`src/rtl/acc_cpu_pkg.sv`:
```
// Shared definitions for the accumulator core: opcodes, FSM states, ALU selects.
// Optional feature macro: ACC_CPU_INDIRECT_EN (adds the INDIR state).
package acc_cpu_pkg;

   localparam int OPC_W = 3;

   localparam logic [OPC_W-1:0] OP_LDA = 3'b000;
   localparam logic [OPC_W-1:0] OP_ADD = 3'b001;
   localparam logic [OPC_W-1:0] OP_STA = 3'b010;
   localparam logic [OPC_W-1:0] OP_JMP = 3'b011;
   localparam logic [OPC_W-1:0] OP_SUB = 3'b100;
   localparam logic [OPC_W-1:0] OP_AND = 3'b101;
   localparam logic [OPC_W-1:0] OP_JZ  = 3'b110;
   localparam logic [OPC_W-1:0] OP_HLT = 3'b111;

   typedef enum logic [2:0] {
      ST_FETCH  = 3'd0,
      ST_DECODE = 3'd1,
      ST_EXEC   = 3'd2,
`ifdef ACC_CPU_INDIRECT_EN
      ST_INDIR  = 3'd4,
`endif
      ST_HALT   = 3'd3
   } state_e;

   typedef enum logic [1:0] {
      ALU_PASS = 2'd0,
      ALU_ADD  = 2'd1,
      ALU_SUB  = 2'd2,
      ALU_AND  = 2'd3
   } alu_op_e;

   // Map an opcode to the ALU operation used when its memory operand arrives.
   function automatic alu_op_e alu_sel(input logic [OPC_W-1:0] op);
      case (op)
         OP_ADD:  return ALU_ADD;
         OP_SUB:  return ALU_SUB;
         OP_AND:  return ALU_AND;
         default: return ALU_PASS;
      endcase
   endfunction

endpackage

```
`src/rtl/acc_cpu_alu.sv`:
```
// Combinational ALU: PASS (load), ADD, SUB (borrow as carry-out), AND.
module acc_cpu_alu
   import acc_cpu_pkg::*;
#(
   parameter int DATA_W = 16
) (
   input  logic [1:0]        i_op,
   input  logic [DATA_W-1:0] i_a,
   input  logic [DATA_W-1:0] i_b,
   output logic [DATA_W-1:0] o_res,
   output logic              o_c
);

   logic [DATA_W:0] w_ext;

   // One extra bit carries the add carry / subtract borrow.
   always_comb begin
      w_ext = '0;
      case (alu_op_e'(i_op))
         ALU_ADD: w_ext = {1'b0, i_a} + {1'b0, i_b};
         ALU_SUB: w_ext = {1'b0, i_a} - {1'b0, i_b};
         ALU_AND: w_ext = {1'b0, i_a & i_b};
         default: w_ext = {1'b0, i_b};
      endcase
   end

   assign o_res = w_ext[DATA_W-1:0];
   assign o_c   = w_ext[DATA_W];

endmodule

```
`src/rtl/acc_cpu_core.sv`:
```
// Accumulator core: fetch/decode/execute FSM over a single req/ack memory port.
// Optional feature macro: ACC_CPU_INDIRECT_EN (indirect bit ir[DATA_W-4], INDIR state).
module acc_cpu_core
   import acc_cpu_pkg::*;
#(
   parameter int DATA_W = 16,
   parameter int ADR_W  = 12,
   parameter int RST_PC = 0
) (
   input  logic              clk,
   input  logic              rst,
   output logic              mem_req,
   output logic              mem_we,
   output logic [ADR_W-1:0]  mem_adr,
   output logic [DATA_W-1:0] mem_wdata,
   input  logic [DATA_W-1:0] mem_rdata,
   input  logic              mem_ack,
   output logic [OPC_W-1:0]  op_code,
   output logic [DATA_W-1:0] ac_out,
   output logic [ADR_W-1:0]  pc_out,
   output logic              flag_z,
   output logic              flag_c,
   output logic              halted
);

`ifdef ACC_CPU_INDIRECT_EN
   if (DATA_W < ADR_W + OPC_W + 1) begin : g_bad_width
      $error("acc_cpu_core: DATA_W must be >= ADR_W+4 with indirect addressing");
   end
`else
   if (DATA_W < ADR_W + OPC_W) begin : g_bad_width
      $error("acc_cpu_core: DATA_W must be >= ADR_W+3");
   end
`endif
   if (RST_PC < 0 || RST_PC >= (2 ** ADR_W)) begin : g_bad_rst_pc
      $error("acc_cpu_core: RST_PC does not fit in ADR_W");
   end

   localparam logic [ADR_W-1:0] LP_RST_PC = RST_PC[ADR_W-1:0];

   state_e            r_state, w_nxt;
   // Only the instruction fields the core acts on are held in IR.
   logic [OPC_W-1:0]  r_op;
   logic [ADR_W-1:0]  r_iadr;
   logic [ADR_W-1:0]  r_pc;
   logic [DATA_W-1:0] r_ac;
   logic              r_z, r_c;
   logic              w_ack, w_we, w_ac_zero, w_take, w_jump_now, w_busy;
   logic [ADR_W-1:0]  w_adr, w_exec_adr;
   logic [DATA_W-1:0] w_alu_res;
   logic              w_alu_c;
`ifdef ACC_CPU_INDIRECT_EN
   logic              r_ind;
   logic [ADR_W-1:0]  r_ea;
`endif

   assign w_ac_zero = (r_ac == '0);
   assign w_take    = (r_op == OP_JMP) || ((r_op == OP_JZ) && w_ac_zero);
`ifdef ACC_CPU_INDIRECT_EN
   assign w_exec_adr = r_ea;
   assign w_jump_now = w_take && !r_ind;
   assign w_busy     = (r_state == ST_FETCH) || (r_state == ST_EXEC) || (r_state == ST_INDIR);
`else
   assign w_exec_adr = r_iadr;
   assign w_jump_now = w_take;
   assign w_busy     = (r_state == ST_FETCH) || (r_state == ST_EXEC);
`endif

   // Request drops combinationally with reset so an in-flight access is abandoned at once.
   assign mem_req = w_busy && rst;
   assign w_ack   = mem_req && mem_ack;

   // State register.
   always_ff @(posedge clk or negedge rst) begin
      if (!rst) r_state <= ST_FETCH;
      else      r_state <= w_nxt;
   end

   // Next-state and memory port address/direction.
   always_comb begin
      w_nxt = r_state;
      w_we  = 1'b0;
      w_adr = r_pc;
      case (r_state)
         ST_FETCH: if (w_ack) w_nxt = ST_DECODE;
         ST_DECODE: begin
            case (r_op)
               OP_JMP:  w_nxt = ST_FETCH;
               OP_JZ:   w_nxt = ST_FETCH;
               OP_HLT:  w_nxt = ST_HALT;
               default: w_nxt = ST_EXEC;
            endcase
`ifdef ACC_CPU_INDIRECT_EN
            // A JZ that will not be taken needs no pointer, so it skips INDIR.
            if (r_ind && (r_op != OP_HLT) && !((r_op == OP_JZ) && !w_ac_zero))
               w_nxt = ST_INDIR;
`endif
         end
         ST_EXEC: begin
            w_adr = w_exec_adr;
            w_we  = (r_op == OP_STA);
            if (w_ack) w_nxt = ST_FETCH;
         end
`ifdef ACC_CPU_INDIRECT_EN
         ST_INDIR: begin
            w_adr = r_iadr;
            if (w_ack) w_nxt = ((r_op == OP_JMP) || (r_op == OP_JZ)) ? ST_FETCH : ST_EXEC;
         end
`endif
         ST_HALT: w_nxt = ST_HALT;
         default: w_nxt = ST_FETCH;
      endcase
   end

   acc_cpu_alu #(.DATA_W(DATA_W)) u_alu (
      .i_op  (alu_sel(r_op)),
      .i_a   (r_ac),
      .i_b   (mem_rdata),
      .o_res (w_alu_res),
      .o_c   (w_alu_c)
   );

   // Datapath: IR/PC on fetch, jumps on decode, AC/flags on execute.
   always_ff @(posedge clk or negedge rst) begin
      if (!rst) begin
         r_op   <= '0;
         r_iadr <= '0;
         r_pc   <= LP_RST_PC;
         r_ac   <= '0;
         r_z    <= 1'b0;
         r_c    <= 1'b0;
`ifdef ACC_CPU_INDIRECT_EN
         r_ind  <= 1'b0;
         r_ea   <= '0;
`endif
      end else begin
         case (r_state)
            ST_FETCH: if (w_ack) begin
               r_op   <= mem_rdata[DATA_W-1 -: OPC_W];
               r_iadr <= mem_rdata[ADR_W-1:0];
`ifdef ACC_CPU_INDIRECT_EN
               r_ind  <= mem_rdata[DATA_W-4];
`endif
               r_pc   <= r_pc + ADR_W'(1);
            end
            ST_DECODE: begin
`ifdef ACC_CPU_INDIRECT_EN
               r_ea <= r_iadr;
`endif
               if (w_jump_now) r_pc <= r_iadr;
            end
            ST_EXEC: if (w_ack && (r_op != OP_STA)) begin
               r_ac <= w_alu_res;
               r_z  <= (w_alu_res == '0);
               if ((r_op == OP_ADD) || (r_op == OP_SUB)) r_c <= w_alu_c;
            end
`ifdef ACC_CPU_INDIRECT_EN
            ST_INDIR: if (w_ack) begin
               if ((r_op == OP_JMP) || (r_op == OP_JZ)) r_pc <= mem_rdata[ADR_W-1:0];
               else                                     r_ea <= mem_rdata[ADR_W-1:0];
            end
`endif
            default: ;
         endcase
      end
   end

   assign mem_we    = w_we;
   assign mem_adr   = w_adr;
   assign mem_wdata = r_ac;
   assign op_code   = r_op;
   assign ac_out    = r_ac;
   assign pc_out    = r_pc;
   assign flag_z    = r_z;
   assign flag_c    = r_c;
   assign halted    = (r_state == ST_HALT);

endmodule

```
`config.mk`:
```
export PLATFORM = sky130hd
export DESIGN_NAME = acc_cpu_core
export DESIGN_NICKNAME = d
export VERILOG_FILES = /design/src/rtl/acc_cpu_pkg.sv /design/src/rtl/acc_cpu_alu.sv /design/src/rtl/acc_cpu_core.sv
export SDC_FILE = /design/constraint.sdc
export NUM_CORES = 1
export LEC_CHECK = 0
export ABC_AREA = 1
export CAP_MARGIN = 20
export CORE_MARGIN = 2
export CORE_UTILIZATION = 49
export CTS_BUF_LIST = sky130_fd_sc_hd__clkbuf_4 sky130_fd_sc_hd__clkbuf_8
export DETAILED_ROUTE_END_ITERATION = 10
export GPL_TIMING_DRIVEN = 0
export PLACE_DENSITY_LB_ADDON = 0.2
export REMOVE_ABC_BUFFERS = 1
export SYNTH_ARGS = -nofsm -noshare
export SYNTH_HDL_FRONTEND = slang
export SYNTH_SLANG_ARGS = --single-unit
```
`constraint.sdc`:
```
create_clock -name clk -period 2.9 [get_ports clk]
set_input_delay 0.58 -clock clk [delete_from_list [all_inputs] [get_ports clk]]
set_output_delay 0.58 -clock clk [all_outputs]
set_load 0.005 [all_outputs]
```
### Word level (Yosys, flattened, before mapping)

Cells that the tools add are included.

| storage, ports and cells | value |
|---|---|
| register bits | 48 |
| input port bits | 19 |
| output and inout port bits | 64 |
| logic and storage cells | 56 |

| operators by class | value |
|---|---|
| add/sub/neg operators | 3 |
| eq/ne operators | 17 |
| muxes and demuxes | 11 |
| bitwise gates (word level) | 1 |
| reductions and logical operators | 17 |

Operators by type and width:

| operator | number |
|---|---|
| case mux 17 bit (3 select lines) | 1 |
| 2-to-1 mux 12 bit | 3 |
| zero test 16 bit | 2 |
| case mux 12 bit (2 select lines) | 1 |
| adder 16 x 16 -> 17 bit | 1 |
| subtractor 16 x 16 -> 17 bit | 1 |
| bitwise AND 16 bit | 1 |
| adder 12 x 1 -> 12 bit (second input constant) | 1 |
| equality test 3 x 2 -> 1 bit (second input constant) | 4 |
| equality test 3 bit (second input constant) | 4 |
| case mux 3 bit (4 select lines) | 1 |
| equality test 3 x 1 -> 1 bit (second input constant) | 2 |
| 2-to-1 mux 3 bit | 2 |
| != test 2 bit (second input constant) | 3 |
| case mux 2 bit (3 select lines) | 1 |
| AND reduction 2 bit | 3 |
| AND reduction 3 bit | 2 |
| equality test 2 bit (second input constant) | 2 |
| logical AND 1 bit | 4 |
| case mux 2 bit (2 select lines) | 1 |
| zero test 3 bit | 1 |
| logical OR 1 bit | 3 |
| != test 3 x 2 -> 1 bit (second input constant) | 1 |
| equality test 2 x 1 -> 1 bit (second input constant) | 1 |
| other kinds (3) | 3 |

### Longest topological paths before layout

Gate-level depths: netlist of run 1.

| depth | value |
|---|---|
| word-level depth | 6 |
| mapped depth | 26 |
| gate-level depth less buffers | 25 |

### By module

Synthesis of run 1 repeated with hierarchy kept, for this count alone.

| second synthesis, totals | value |
|---|---|
| cell total of the unflattened synthesis | 730 |
| area total of the unflattened synthesis | 4,591.9 um2 |

By module, submodules not included:

| module | times used | cells each | area each (um2) | sequential area each (um2) |
|---|---|---|---|---|
| acc_cpu_core | 1 | 369 | 2,637.5 | 1,176.1 |
| acc_cpu_alu | 1 | 361 | 1,954.4 | 0.0 |

### Worst setup path before layout of run 1

Ideal clock, no wire load.

| timing path | value |
|---|---|
| path kind | in2reg |
| start | input mem_rdata[0] |
| end | register r_z, in the netlist flag_z |
| setup time | 0.065 ns |
| arrival time | 2.965 ns |
| data required time | 2.835 ns |
| setup slack | -0.130 ns |
| cell stages on the path | 24 |
| path buffers | 0 |
| cells stage by stage | inv_1 -> ha_1 -> inv_1 -> nor2_2 -> nand3_1 -> nor2_2 -> nand3_2 -> o31ai_4 -> o21ai_0 -> xor2_1 -> ha_1 -> nand2_1 -> inv_1 -> nand2_1 -> nand2_1 -> a21oi_1 -> nand3_1 -> nand3_2 -> nand2_2 -> nor2_2 -> nand2_1 -> nor2_2 -> nand3_1 -> nand2_1 |

| between the ends | value |
|---|---|
| cells in the longest elaborated chain, start to end | 3 |
| elaborated cells between the ends (all ways) | 5 |
| those cells by class | add/sub (2); mux (1); bitwise (1); reduce/logical (1) |

Ends and longest elaborated chain:

| element | RTL line | RTL |
|---|---|---|
| start, declared | acc_cpu_core.sv:16 | `input logic [DATA_W-1:0] mem_rdata,` |
| subtractor 16 x 16 -> 17 bit, or another cell as far along | acc_cpu_alu.sv:21 | `ALU_SUB: w_ext = {1'b0, i_a} - {1'b0, i_b};` |
| case mux 17 bit (3 select lines) (*) | acc_cpu_alu.sv:19 | `case (alu_op_e'(i_op))` |
| zero test 16 bit (*) | acc_cpu_core.sv:154 | `r_z <= (w_alu_res == '0);` |
| end signal, assigned | acc_cpu_core.sv:154 |  |
| end, declared | acc_cpu_core.sv:47 | `logic r_z, r_c;` |

Every way passes the cells marked *; elsewhere a longest branch is shown, timed or not.
A chain may end at the register's enable or synchronous reset.

### Worst setup path after layout of run 1

| timing path | value |
|---|---|
| start | input mem_rdata[3] |
| end | register r_z, in the netlist flag_z |

Same word-level chain as after synthesis.

==> results of run 1 <==
[cells by family (layout without fill, tap and decap cells)]
kind of cell,after synthesis,count (layout),synth area share
adders and majority gates,22,22,0.0660
muxes,1,1,0.00263
DFF,47,47,0.274
AOI/OAI and AO/OA,105,105,0.141
and+or+nand+nor,318,318,0.338
buffers and inverters,130,217,0.135
xor gates and xnor gates,21,21,0.0429
[critical path: stages]
cell             delay [ns]
clkdlybuf4s15_1        0.27
nor2_4                 0.19
buf_4                  0.12
buf_4                  0.09
o21a_4                 0.14
nand2_4                0.07
nor2_4                 0.16
nand2_2                0.10
xor2_2                 0.18
ha_4                   0.32
nand2_4                0.08
nor2_4                 0.13
nand3_2                0.11
nand3_1                0.10
nand2_1                0.06
nand3_1                0.09
nand2_1                0.08
nor2_1                 0.10
nand2_1                0.08
nor2_2                 0.14
nand3_2                0.09
nand2_1                0.11
[cells in the mapped netlist (5+ instances only)]
| cell | instances |
|---|---|
| buf_4 | 19 |
| a2bb2oi_1 | 5 |
| nand2_2 | 13 |
| ha_1 | 21 |
| nor2_2 | 12 |
| buf_2 | 6 |
| o21ai_0 | 51 |
| a21oi_1 | 25 |
| nand3_2 | 7 |
| nand4_1 | 5 |
| a21oi_2 | 5 |
| nor2_1 | 41 |
| inv_2 | 9 |
| dfrtp_1 | 47 |
| nand3_1 | 30 |
| nand2_1 | 189 |
| o22ai_1 | 5 |
| a31oi_1 | 6 |
| clkbuf_1 | 5 |
| inv_1 | 87 |
| xor2_1 | 20 |
[layout make-up]
cell class                 count  share of cell area
multi-input combinational    467               0.501
sequential                    47               0.202
timing repair buffer         110               0.184
inverter                      99              0.0665
tap                          108              0.0232
clock buffer                   6              0.0131
clock inverter                 2              0.0103
[timing repair]
action,in CTS,in global routing
resized for setup,78,46
pin swaps,23,23
endpoints found under the setup margin,23,26
buffers inserted,24,4
hold endpoints to repair,0,0
[flip-flops by register name, summed over array words and instances, names as in the netlist]
register	flops
flag_c	1
op_code	3
r_state	2
flag_z	1
pc_out	12
r_iadr	12
ac_out	16
[layer usage]
| layer | up-vias | track usage |
|---|---|---|
| li1 | 2189 | - |
| met1 | 2094 | 0.324 |
| met2 | 152 | 0.443 |
| met3 | 22 | 0.0237 |
| met4 | 0 | 0.0748 |
| met5 | - | 0 |
[worst max-delay path by stage]
stage                       from   endpoint  slack, ns  depth (start not counted)
CTS                 mem_rdata[1]     flag_z      -0.36                         25
floorplan             op_code[2]     flag_z      -0.19                         24
detailed placement  mem_rdata[0]     flag_z      -1.30                         25
global route          op_code[1]     flag_z      -0.40                         23
finish              mem_rdata[3]     flag_z      -0.27                         22
global placement             rst  pc_out[7]      -2.09                         11
[per-stage QoR]
stage | TNS [ns] | total power [uW]
final | -0.708 | 1730
after detailed placement | -15.56 | 1060
after floorplan | -0.450 | 907
after global placement | -78.99 | 1050
after CTS | -0.853 | 1680
after global routing | -1.59 | 1810
[power groups by stage]
stage | clock network [uW] | logic, uW | registers [uW]
6_report | 597 | 448 | 684
3_3_place_gp | 0 | 351 | 694
4_1_cts | 598 | 403 | 681
5_1_grt | 630 | 490 | 686
2_1_floorplan | 0 | 214 | 693
3_5_place_dp | 0 | 361 | 694
[cell usage in the layout (no fill, tap or decap), types with 5 or more instances in the layout]
master,count
nand2_1,177
inv_1,80
clkdlybuf4s50_1,68
o21ai_0,48
dfrtp_1,44
nor2_1,31
nand3_1,27
buf_4,24
nand2_2,20
a21oi_1,20
nor2_2,14
xor2_1,14
inv_2,13
ha_4,11
nor2_4,10
a21oi_2,10
ha_1,10
nand3_2,9
nand2_4,7
a31oi_1,6
o22ai_1,5
nand4_1,5
a2bb2oi_1,5
clkbuf_8,5
dlymetal6s2s_1,5
==> reports/qor_table.md, run 1 <==
| Parameter | This run |
|:---|:---|
| Predominant post-synthesis flop cell | dfrtp_1 |
| Number of nets with antenna violations after routing | 0 |
| Proportion of synthesized chip area in sequential cells | 0.274 |
| Endpoint class of the critical path | flop |
| Post-route minimum period | 3.17 ns |
| Cell area after layout | 0.00583 mm^2 |
| Beginning of the worst register-to-register path | op_code[1] |
| GRT Overall Usage | 0.250 |
| Routed met2 length | 6110 um |
| Post-place instance area | 0.00505 mm^2 |
| Effective utilization at floorplan | 0.499 |
| Flops & latches, synth | 47 |
| Detailed placement HPWL | 9170 um |
| Filler-free cell count of the finished design | 839 |
| Post-DR wirelength/cell | 14.8 um |
| Fillers | 696 |
| Post-route fraction of the period consumed by the critical path | 1.09 |
| Total number of nets in the final design | 771 |
| Maximum buffer depth of the clock tree | 2 |
| Yosys Warn Count | 0 |
| Clock Skews | 0.00822 ns |
| PwrDens | 296 mW/mm^2 |
| Remaining DRCs | 0 |
| Terminus of the critical flop-to-flop path | flag_z |
| Diodes inserted | 0 |
| Slew Limit Fails | 0 |
| Internal power | 1220 uW |
| Number of distinct library cells after synthesis | 42 |
| Floorplan die area | 0.00951 mm^2 |
| Final Util | 0.679 |
| Level count of the clock H-tree | 2 |
| Clock insertion delay at the later pin of the skew report | 0.30 ns |
| Combinational group share of total power | 0.259 |
| Largest cells by area after synthesis | dfrtp_1 27%, nand2_1 17%, inv_1 7.6% |
| Leakage Power | 0.00277 uW |
| Starting DRC count in detailed routing | 297 |
| Worst R2R Path Depth | 22 |
| Switch share | 0.297 |
| Combined area of the multi-input logic cells | 0.00292 mm^2 |
| Total of max-cap violations | 0 |
| TritonCTS clock tree | built |
| Remaining global-route overflow | 0 |
| Crit path launch type | input pin |
| Psw | 513 uW |
| Layout cells sized above 1 | 0.224 |
| Total core area | 0.00859 mm^2 |
| # port buffers | 82 |
| Wire length on met1 | 5460 um |
| Clock root buffer | clkbuf_8 |
| Outcome | complete, but fails checks |
| Slew of the pin with the lowest slew margin | 1.02 ns |
| Hold Violations, Final | 0 |
| Hold/Removal Path Class | in2async |
| Crit Path Max Fanout | 5 |
| Cell area after technology mapping | 0.00429 mm^2 |
| Fraction of synthesized cell area taken by the top area cell type | 0.274 |
| Max Clk Rate | 316 MHz |
| Vertical die dimension | 97.5 um |
| Highest layer used for signal routing | met4 |
| Boundary pin count | 83 |
| Number of standard-cell rows in the floorplan | 34 |
| Category of the most critical setup path | in2reg |
| Min setup slack post-route | -0.265 ns |
| Sinks on the clock net | 47 |
| Via count | 4,457 |
| Global-route wire length before repair | 19,600 um |
| Area growth from synthesis to layout | 36.0% |
| Number of search-and-repair iterations in the first detailed-routing pass | 5 |
| Arrival time at the worst endpoint | 3.40 ns |
| Minimum setup slack after placement | -1.30 ns |
| TritonCTS Buffers | 5 |
| Endpoints failing setup | 5 |
| Hold Slack | 0.178 ns |
| Routed wire length on met3 | 616 um |
| Share of flip-flops with an asynchronous set or reset after synthesis | 1.00 |
| Sequential cell area | 0.00118 mm^2 |
| Hold-fix buffers at CTS | 0 |
| Final Wtd Congestion | 0.950 |
| Required time at the endpoint of the critical path | 3.14 ns |
| Clock group share of total power | 0.345 |
| Reg power frac | 0.396 |
| Number of enable flip-flop cells after synthesis | 0 |
| Vias in the first global route | 4,151 |
| Routed Wire Length | 12,400 um |
| Unrepaired setup endpoints after global routing | true |
| Failing checks | setup timing |
| Synth Instances | 644 |
| Avg Synthesized Cell Area | 6.66 um^2 |
| Library cell occupying the most area in the post-synthesis netlist | dfrtp_1 |
| Total placed cells including tap cells | 804 |
| Via density | 5.31 |
| Worst-case register-to-register setup slack | -0.24 ns |
| Die X | 97.5 um |
| Pin count of the biggest net entering global routing | 31 |
| Antenna violations before repair | 0 |
| Worst IR drop on VDD | 0.249 mV |
| Clock Pin Slew Worst Setup and Hold Paths | 0.09 ns |
| Worst relative slew slack | 0.321 |
Power figures use the tool's default switching activity.
==> inputs of run 2 (changes only) <==
--- a/config.mk
+++ b/config.mk
@@ -12,7 +12,7 @@
 export CTS_BUF_LIST = sky130_fd_sc_hd__clkbuf_4 sky130_fd_sc_hd__clkbuf_8
 export DETAILED_ROUTE_END_ITERATION = 10
 export GPL_TIMING_DRIVEN = 0
-export PLACE_DENSITY_LB_ADDON = 0.2
+export PLACE_DENSITY = 0.79
 export REMOVE_ABC_BUFFERS = 1
 export SYNTH_ARGS = -nofsm -noshare
 export SYNTH_HDL_FRONTEND = slang
==> run 2 against run 1 <==
The flow still finishes with violations (setup timing). Count of clock-buffer cells in the layout fell by 1. Clock skew hardly changed. Die area unchanged. Maximum frequency decreased by 4.0%. Non-clock buffer count stayed put. Sequential share of layout area increased by 0.30 points. Critical path type unchanged. Highest routed layer unchanged.
==> reports/qor_table.md, run 2 (synthesized netlist as in run 1, its figures left out) <==
| Parameter | This run | Delta |
|:---|:---|:---|
| Outcome | complete, but fails checks |  |
| Failing checks | setup timing |  |
| Area growth from synthesis to layout | 34.1% |  |
| Terminus of the critical flop-to-flop path | flag_z |  |
| Global-route wire length before repair | 19,700 um | +0.81% |
| Post-route minimum period | 3.30 ns | +0.132 ns |
| Crit Path Max Fanout | 4 | -1 |
| Clock insertion delay at the later pin of the skew report | 0.31 ns | about the same |
| Post-DR wirelength/cell | 15.2 um | +2.3% |
| Max Clk Rate | 303 MHz | -4.0% |
| Beginning of the worst register-to-register path | op_code[1] |  |
| Number of standard-cell rows in the floorplan | 34 | unchanged |
| Clock Pin Slew Worst Setup and Hold Paths | 0.10 ns | about the same |
| Detailed placement HPWL | 8990 um | -1.9% |
| Launch point of the worst path | mem_rdata[8] |  |
| Sinks on the clock net | 47 | unchanged |
| Unrepaired setup endpoints after global routing | true |  |
| Commonest cells after routing, fill and taps aside | 175 x nand2_1, 82 x inv_1, 71 x clkdlybuf4s50_1 |  |
| Clock Skews | 0.00805 ns | -0.000167 ns |
| Clock root buffer | clkbuf_8 |  |
| Global-route met2 utilization | 0.422 | -0.0212 |
| Floorplan die area | 0.00951 mm^2 | unchanged |
| Pin count of the biggest net entering global routing | 31 | unchanged |
| Worst IR drop on VDD | 0.206 mV | -17% |
| Arrival time at the worst endpoint | 3.55 ns | +0.15 ns |
| Crit path launch type | input pin |  |
| Flip-flop count of the largest register after layout | 16 | unchanged |
| Leakage Power | 0.00276 uW | -0.48% |
| Layout cells sized above 1 | 0.215 | -0.00958 |
| Total number of nets in the final design | 771 | unchanged |
| Slew of the pin with the lowest slew margin | 0.684 ns | -0.332 ns |
| Antenna violations before repair | 0 | unchanged |
| Die X | 97.5 um | unchanged |
| Level count of the clock H-tree | 2 | unchanged |
| TritonCTS Buffers | 5 | unchanged |
| Sum of negative setup slack | -0.811 ns | -0.103 ns |
| Min setup slack post-route | -0.398 ns | -0.132 ns |
| Total of max-cap violations | 0 | unchanged |
| Slew Limit Fails | 0 | unchanged |
| Most used routing layer | met2 |  |
| Required time at the endpoint of the critical path | 3.16 ns | +0.02 ns |
| Number of nets with antenna violations after routing | 0 | unchanged |
| Hold Violations, Final | 0 | unchanged |
| Boundary pin count | 83 | unchanged |
| Worst R2R Path Depth | 23 | +4.5% |
| Global routing met3 resource utilization | 0.0388 | +0.0151 |
| Cell area after layout | 0.00575 mm^2 | -1.4% |
| Via count | 4,521 | +1.4% |
| Number of search-and-repair iterations in the first detailed-routing pass | 5 | unchanged |
| Hold-fix buffers at CTS | 0 | unchanged |
| Category of the most critical setup path | in2reg |  |
| Vertical die dimension | 97.5 um | unchanged |
| Total power | 1650 uW | -4.6% |
| Worst-case register-to-register setup slack | -0.32 ns | -0.08 ns |
| Diodes inserted | 0 | unchanged |
| Post-route fraction of the period consumed by the critical path | 1.14 | +0.0456 |
| Remaining DRCs | 0 | unchanged |
| Total core area | 0.00859 mm^2 | unchanged |
| Fillers | 720 | +3.4% |
| Endpoints failing setup | 3 | -2 |
| Met1 usage in global routing | 0.331 | +0.00771 |
| End point of the critical path | flag_z |  |
| Maximum buffer depth of the clock tree | 2 | unchanged |
| GRT Overall Usage | 0.249 | -0.000984 |
| Via density | 5.39 | +1.4% |
| Worst relative slew slack | 0.543 | +0.223 |
| Vias in the first global route | 4,169 | +0.43% |
| Starting DRC count in detailed routing | 268 | -9.8% |
| Final Wtd Congestion | 0.937 | -1.3% |
| Endpoint class of the critical path | flop |  |
| Remaining global-route overflow | 0 | unchanged |
| Commonest non-fill, non-tap cell in the layout | nand2_1 |  |
| Effective utilization at floorplan | 0.499 | unchanged |
| # port buffers | 82 | unchanged |
| Routed Wire Length | 12,700 um | +2.3% |
| Post-place instance area | 0.00505 mm^2 | unchanged |
| PwrDens | 287 mW/mm^2 | -3.2% |
| Hold/Removal Path Class | in2async |  |
| TritonCTS clock tree | built |  |
==> run 2: cell count changes in the layout (fill, tap and decap cells not counted), moves of 3 or more <==
| cell | delta |
|---|---|
| ha_4 | -3 |
| xor2_1 | +3 |
| nand3_2 | -3 |
| clkdlybuf4s50_1 | +3 |
| dlymetal6s2s_1 | -4 |
==> run 2: cell type report <==
cell class              count  area [um^2]  share of cell area
repair buffers            110         1070               0.186
flip-flops and latches     47         1180               0.205
multi-input cells         467         2870               0.499
inverters                  99          387              0.0673
well taps                 108          135              0.0235
clock buffers               5         68.8              0.0120
clock inverters             3         43.8             0.00762
==> run 2: critical path, cell delays in order <==
cell	delay [ns]
clkdlybuf4s50_1	0.51
nor2_4	0.18
nand3_4	0.10
o31ai_4	0.23
xor2_1	0.28
ha_2	0.38
nand2_2	0.09
buf_4	0.11
nor2_4	0.04
and2_4	0.16
nand2_4	0.06
nand3_1	0.12
nand3_2	0.11
nand2_2	0.07
nor2_2	0.14
nand2_1	0.08
nor2_2	0.16
nand3_1	0.10
nand2_1	0.07
==> run 2: worst min path at each step <==
stage	start	to	slack, ns
global route	rst	pc_out[3]	0.21
CTS	rst	pc_out[3]	0.28
finish	rst	pc_out[3]	0.19
detailed placement	flag_z	flag_z	0.47
floorplan	rst	ac_out[0]	0.28
global placement	flag_z	flag_z	0.47
==> run 2: report_power, final <==
group	internal [uW]	total (uW)	switching, uW	leakage, uW
Sequential	665	682	17.2	0.000586
Clock	258	516	258	0.0000581
Combinational	195	451	256	0.00211
Total	1120	1650	531	0.00276
==> run 2: stage by stage <==
step | cells | utilization | hold WS (ns) | setup WS [ns]
detailed placement | 804 | 0.588 | 0.472 | -1.26
global placement | 803 | 0.586 | 0.468 | -2.05
floorplan | 613 | - | 0.284 | -0.195
CTS | 829 | 0.630 | 0.282 | -0.429
finish | 839 | 0.669 | 0.195 | -0.398
global route | 839 | 0.669 | 0.214 | -0.446
==> run 2: what timing repair did <==
item | in CTS | in global routing
resized for setup | 62 | 53
setup buffers | 17 | 9
pin swaps | 32 | 28
endpoints found under the setup margin | 24 | 24
==> run 2: metal layers <==
metal	up-vias	wire length (um)
met2	165	6330
met5	-	0
met1	2130	5350
li1	2201	-
met3	25	782
met4	0	263
